===== src/rtl/multicycle_issue_ctrl.sv =====
// Issue controller for the multiply/divide unit: launches one op at a time,
// short-circuits divide-by-zero, and hands the result to the next stage.
package multicycle_issue_pkg;
    typedef enum logic [3:0] {
        OP_MUL, OP_MULW, OP_DIV, OP_DIVU, OP_REM, OP_REMU,
        OP_DIVW, OP_DIVUW, OP_REMW, OP_REMUW
    } op_t;
endpackage

module multicycle_issue_ctrl
    import multicycle_issue_pkg::*;
(
    input  logic        clk,
    input  logic        reset,
    input  logic        req_valid,
    input  op_t         op,
    input  logic        is_32instr,
    input  logic [63:0] a,
    input  logic [63:0] b,
    input  logic        flush,
    input  logic        downstream_stall,
    output logic        stall_out,
    output logic        res_valid,
    output logic [63:0] res,
    output logic        unit_start,
    output op_t         unit_op,
    output logic [63:0] unit_a,
    output logic [63:0] unit_b,
    input  logic        unit_done,
    input  logic [63:0] unit_c
);
    typedef enum logic [1:0] {IDLE, BUSY, DONE, ABORT} state_t;

    state_t      state_q;
    op_t         op_q;
    logic [63:0] a_q;
    logic [63:0] b_q;
    logic [63:0] res_q;
    logic        w_q;
    logic        start_q;
    logic        res_valid_q;

    logic        is_div;
    logic        is_rem;
    logic        div_zero;
    logic [63:0] zero_res;
    logic [63:0] unit_res;

    assign is_div   = op inside {OP_DIV, OP_DIVU, OP_REM, OP_REMU,
                                 OP_DIVW, OP_DIVUW, OP_REMW, OP_REMUW};
    assign is_rem   = op inside {OP_REM, OP_REMU, OP_REMW, OP_REMUW};
    assign div_zero = is_div && (is_32instr ? (b[31:0] == 32'd0) : (b == 64'd0));

    // Divide-by-zero: quotient is all ones, remainder is the dividend.
    assign zero_res = is_rem ? (is_32instr ? {{32{a[31]}}, a[31:0]} : a)
                             : {64{1'b1}};
    assign unit_res = w_q ? {{32{unit_c[31]}}, unit_c[31:0]} : unit_c;

    always_ff @(posedge clk or posedge reset) begin
        if (reset) begin
            state_q     <= IDLE;
            op_q        <= OP_MUL;
            a_q         <= 64'd0;
            b_q         <= 64'd0;
            res_q       <= 64'd0;
            w_q         <= 1'b0;
            start_q     <= 1'b0;
            res_valid_q <= 1'b0;
        end else begin
            start_q <= 1'b0;
            case (state_q)
                IDLE: begin
                    if (req_valid && !flush) begin
                        if (div_zero) begin
                            res_q       <= zero_res;
                            res_valid_q <= 1'b1;
                            state_q     <= DONE;
                        end else begin
                            op_q    <= op;
                            a_q     <= a;
                            b_q     <= b;
                            w_q     <= is_32instr;
                            start_q <= 1'b1;
                            state_q <= BUSY;
                        end
                    end
                end
                BUSY: begin
                    // A flush coinciding with completion drops the result outright.
                    if (flush) begin
                        state_q <= unit_done ? IDLE : ABORT;
                    end else if (unit_done) begin
                        res_q       <= unit_res;
                        res_valid_q <= 1'b1;
                        state_q     <= DONE;
                    end
                end
                ABORT: begin
                    if (unit_done) begin
                        state_q <= IDLE;
                    end
                end
                DONE: begin
                    if (flush || !downstream_stall) begin
                        res_valid_q <= 1'b0;
                        state_q     <= IDLE;
                    end
                end
                default: state_q <= IDLE;
            endcase
        end
    end

    assign stall_out  = !reset && ((state_q == IDLE && req_valid && !flush)
                                   || state_q == BUSY || state_q == ABORT);
    assign res_valid  = res_valid_q;
    assign res        = res_q;
    assign unit_start = start_q;
    assign unit_op    = op_q;
    assign unit_a     = a_q;
    assign unit_b     = b_q;

endmodule

===== config.mk =====
export PLATFORM = sky130hd
export DESIGN_NAME = multicycle_issue_ctrl
export DESIGN_NICKNAME = d
export VERILOG_FILES = /design/src/rtl/multicycle_issue_ctrl.sv
export SDC_FILE = /design/constraint.sdc
export NUM_CORES = 1
export LEC_CHECK = 0
export CAP_MARGIN = 5
export CORE_AREA = 2 2 156 158
export CTS_CLUSTER_SIZE = 14
export DETAILED_ROUTE_END_ITERATION = 10
export DIE_AREA = 0 0 158 160
export PLACE_DENSITY_LB_ADDON = 0.3
export SLEW_MARGIN = 20
export SYNTH_ARGS = -nofsm -noshare
export SYNTH_HDL_FRONTEND = slang
export SYNTH_SLANG_ARGS = --single-unit
export TNS_END_PERCENT = 30

===== constraint.sdc =====
create_clock -name clk -period 7 [get_ports clk]
set_clock_uncertainty 0.2 [all_clocks]
set_input_delay 1.05 -clock clk [delete_from_list [all_inputs] [get_ports clk]]
set_output_delay 1.05 -clock clk [all_outputs]
set_load 0.005 [all_outputs]

; ---- Word-level counts from Yosys, hierarchy flattened
; Cells that the tools add are included.
[word_totals]
ram_bits = 0
output_inout_bits = 199
reg_bits = 201
memories = 0
word_cells = 75
inputBits = 203
latch_bits = 0
rom_bits = 0
[classes]
multipliers = 0
reduce_logical = 22
div_mod_pow = 0
n_bitwise = 1
mux = 26
eq_ne = 18
shift = 0
order_cmp = 0
n_addsub = 0
[ops]
columns = cell, count
row1 = 2-to-1 mux 64 bit, 7
row2 = case mux 64 bit (2 select lines), 1
row3 = logical NOT 64 bit, 1
row4 = logical NOT 32 bit, 1
row5 = "equality test 4 x 3 -> 1 bit, second input constant", 4
row6 = 2-to-1 mux 2 bit, 7
row7 = "inequality test 2 bit, second input constant", 6
row8 = 2-to-1 mux 1 bit, 9
row9 = "equality test 4 x 2 -> 1 bit, second input constant", 2
row10 = "equality test 4 bit, second input constant", 2
row11 = case mux 2 bit (4 select lines), 1
row12 = nonzero test 8 bit, 1
row13 = AND reduction 6 bit, 1
row14 = logical AND 1 bit, 5
row15 = AND reduction 5 bit, 1
row16 = "equality test 2 bit, second input constant", 2
row17 = AND reduction 4 bit, 1
row18 = nonzero test 4 bit, 1
row19 = logical NOT 1 bit, 3
row20 = logical OR 1 bit, 3
row21 = "inequality test 3 bit, second input constant", 1
row22 = case mux 1 bit (3 select lines), 1
row23 = AND reduction 3 bit, 1
row24 = nonzero test 3 bit, 1
row25 = other kinds (4), 4

; ---- Logic depth before layout (Yosys ltp)
[logic_depth]
ltp_word = 6
mapped_depth = 8

; ---- Worst setup path before layout
; OpenSTA, ideal clock, no wires.
[synth_path]
path_kind = in2reg
from = input b[1]
to = register b_q[10], in the netlist unit_b[10]
setup_ps = 127
path_stages = 7
path_buffers = 2
required_ps = 6673
t_arrival_ps = 2646
path_slack_ps = 4026
path_cell_list = or4_1 > nor2_1 > and4_1 > a21oi_2 > buf_4 > buf_6 > mux2_1
[synth_via]
elab_chain_len = 5
[synth_rtl]
columns = element, line_no
row1 = start: declaration, 19  ; input logic [63:0] b,
row2 = logical NOT 64 bit or logical NOT 32 bit (tied branches), 52  ; assign div_zero = is_div && (is_32instr ? (b[31:0] == 32'd0) : (b == 64'd0));
row3 = 2-to-1 mux 1 bit *, 52
row4 = logical AND 1 bit *, 52
row5 = NOT 1 bit (no source line) *, --
row6 = AND reduction 3 bit (no source line) *, --
row7 = end signal: assignment, 64  ; b_q <= 64'd0;
row8 = end signal: assignment, 81  ; b_q <= b;
row9 = end: declaration, 37  ; logic [63:0] b_q;
; Every way passes the cells marked *; elsewhere a longest branch is shown, timed or not.
; A chain may end at the register's enable or synchronous reset.

; ---- Final worst setup path
[layout_path]
from = input flush
to = output stall_out
[layout_via]
elab_chain_len = 5
[layout_rtl]
columns = element, line_no
row1 = start: declaration, 20  ; input logic flush,
row2 = logical NOT 1 bit, 114  ; assign stall_out = !reset && ((state_q == IDLE && req_valid && !flush)
row3 = logical AND 1 bit, 114
row4 = logical OR 1 bit (2 in series), 115  ; || state_q == BUSY || state_q == ABORT);
row5 = logical AND 1 bit, 114
row6 = end: declaration, 22  ; output logic stall_out,
; No other way between the ends.

==> results.json <==
{
  "port_buffers": 401,
  "nets": 1291,
  "postCtsSetupBuffers": 0,
  "clk_latency_ps": 510,
  "cts-root-buf": "clkbuf_16",
  "critPathRequiredTime_ps": 5750,
  "ys_seq_area_share_pct": 57.0,
  "ctsLongestPathBuffers": 3,
  "setup_tns_ps": 0,
  "vias": 6919,
  "ir_worst_vdd_uv": 217,
  "leakagePower_nw": 5.81,
  "ff2ff_setup_slack_ps": 3940,
  "crit_fanout": 6,
  "track_usage_pct": 20.8,
  "grt_pass1_wl_um": 41400,
  "place_inst": 1386,
  "start_util_pct": 37.0,
  "syn_area_per_cell_um2": 12.7,
  "rsz0062_at_grt": "false",
  "hold_path_class": "reg2reg",
  "critPathArrivalTime_ps": 2640,
  "slew_viol_final": 0,
  "multi_input_area_um2": 3320,
  "synth_seq_cells": 201,
  "maxSlewHeadroom_pct": 27.5,
  "end_kind": "output port",
  "drc": 0,
  "n_fill_cell": 2011,
  "std_cell_rows": 57,
  "cts_resized": 0,
  "finalHoldViolCount": 0,
  "synth.most_common_cell": "dfrtp_1",
  "syn2layout_area_growth_pct": 57.5,
  "dieArea_um2": 25300,
  "drive_gt1_share_pct": 4.80,
  "hold_buffers": 0,
  "syn-num-nets": 896,
  "clk_pin_slew_ps": 50,
  "die_x_um": 158,
  "ys.flop_type": "dfrtp_1",
  "antenna_found_initial": 1,
  "power_density_nw_per_um2": 331,
  "numCtsBuffers": 24,
  "syn_inst": 693,
  "finalSetupViolations": 0,
  "coreArea_um2": 23800,
  "cap_violations": 0,
  "synth_top_area_share_pct": 57.0,
  "min_period_ps": 3890,
  "diodes": 0,
  "drt_iter0_markers": 227,
  "viasPerCell": 4.85,
  "drt_wl_total_um": 27000,
  "ys_types": 30,
  "critical_path_class": "in2out",
  "die_height_um": 160,
  "ant_nets": 0,
  "cts_tree": "yes",
  "fmax_ghz": 0.257,
  "synthesis.area_um2": 8820,
  "first_pass_iters": 5,
  "synth_edf_count": 0,
  "seq_area_um2": 5030,
  "synth_warnings": 0,
  "htree_num_levels": 1,
  "fin_crit_sh_pct": 55.6,
  "tightest_slew_ps": 1090,
  "wl_per_cell_um": 18.9,
  "startpoint_type": "input port",
  "first_global_vias": 7284,
  "synthTopCellsByArea": "dfrtp_1, mux2_1, mux2i_1",
  "yosysTopAreaCell": "dfrtp_1",
  "status": "completed",
  "gp_congestion": 0.827,
  "async_flop_share_pct": 100,
  "ys_top_cells_by_count": "dfrtp_1, mux2_1, inv_1",
  "dp.final_hpwl_um": 19500,
  "layout.cells.non_filler": 1428,
  "grt_max_degree": 77,
  "io_pins": 402,
  "overflow": 0,
  "cts.sink_count": 201
}
[logic make-up after synthesis]
| family | after synthesis | synth area share [%] |
|---|---|---|
| flip-flops | 201 | 57.0 |
| multiplexers | 198 | 24.4 |
| buffers and inverters | 110 | 5.53 |
| AND/OR/NAND/NOR | 101 | 7.10 |
| AO/OA/AOI/OAI | 82 | 5.86 |
| XOR/XNOR | 1 | 0.0994 |
[per-layer routing]
metal,GRT usage [%],vias up,routed length [µm]
met5,0,-,0
li1,-,3222,-
met2,36.6,261,13400
met3,6.16,33,2390
met1,24.6,3403,10600
met4,5.45,0,585
[final timing paths]
path                                         from                     end  depth (start not counted)
setup / recovery                            flush               stall_out                          5
hold / removal             unit_a[26]$_DFFE_PP0P_  unit_a[26]$_DFFE_PP0P_                          1
setup reg to reg           state_q[1]$_DFFE_PP0P_     res[34]$_DFFE_PP0P_                          6
hold reg to reg            unit_a[26]$_DFFE_PP0P_  unit_a[26]$_DFFE_PP0P_                          1
max in group asynchronous                   reset  unit_a[55]$_DFFE_PP0P_                          3
min in group asynchronous                   reset  unit_b[52]$_DFFE_PP0P_                          2
[report_power, final]
part | total, mW | internal, mW | leakage (nW) | switching, mW
sequential | 1.76 | 1.56 | 2.25 | 0.203
combinational | 1.62 | 1.03 | 3.16 | 0.591
clock | 1.22 | 0.738 | 0.394 | 0.484
total | 4.60 | 3.32 | 5.81 | 1.28
[stage by stage]
stage	utilization, %	setup slack [ps]	power (mW)	hold WS (ps)	instance area (µm²)
detailed placement	55.0	2510	3.42	274	13100
global placement	55.0	2600	3.39	266	13100
CTS	58.3	3070	4.67	286	13900
global route	58.3	2880	4.86	293	13900
floorplan	-	268	2.29	283	8820
finish	58.3	3110	4.60	282	13900
[worst max-delay path: stages]
cell and delay (ps):
clkdlybuf4s50_1 460, nor2_1 340, a21oi_1 160, nor2_1 110, clkdlybuf4s50_1 520
[placed cells by master (no fill, tap or decap)]
cell	n
a21o_1	1
dfrtp_1	201
nand2b_1	1
buf_4	9
clkbuf_1	3
and4_1	3
clkbuf_8	7
clkdlybuf4s50_1	401
clkinv_2	6
o22ai_1	65
a21bo_4	1
nand3_1	2
clkinv_8	1
mux2_1	133
nor4_1	12
xor2_1	1
inv_8	1
o21ai_0	3
nor2_1	4
a21o_2	2
a21oi_1	5
nor4bb_1	1
o21bai_1	2
bufinv_16	1
nand2_1	3
clkbuf_16	24
mux2i_1	65
inv_1	68
or4_1	4
a31oi_1	1
a21oi_4	1
nand4_1	2
nor3_1	3
nor2b_1	65
nand3b_1	1
a211oi_1	1
[sequential cells by signal, summed over array words and instances, names as in the netlist]
name / count
unit_op: 4
unit_start: 1
res: 64
res_valid: 1
unit_a: 64
state_q: 2
unit_b: 64
w_q: 1
[final cells by class]
cell class / instances / area share [%]
Sequential cell: 201 / 36.2
Timing Repair Buffer: 410 / 29.4
Multi-Input combinational cell: 382 / 23.9
Clock buffer: 34 / 5.10
Tap cell: 324 / 2.92
Inverter: 69 / 1.92
Clock inverter: 8 / 0.550
Note: power is estimated with default switching activity, not from simulation.
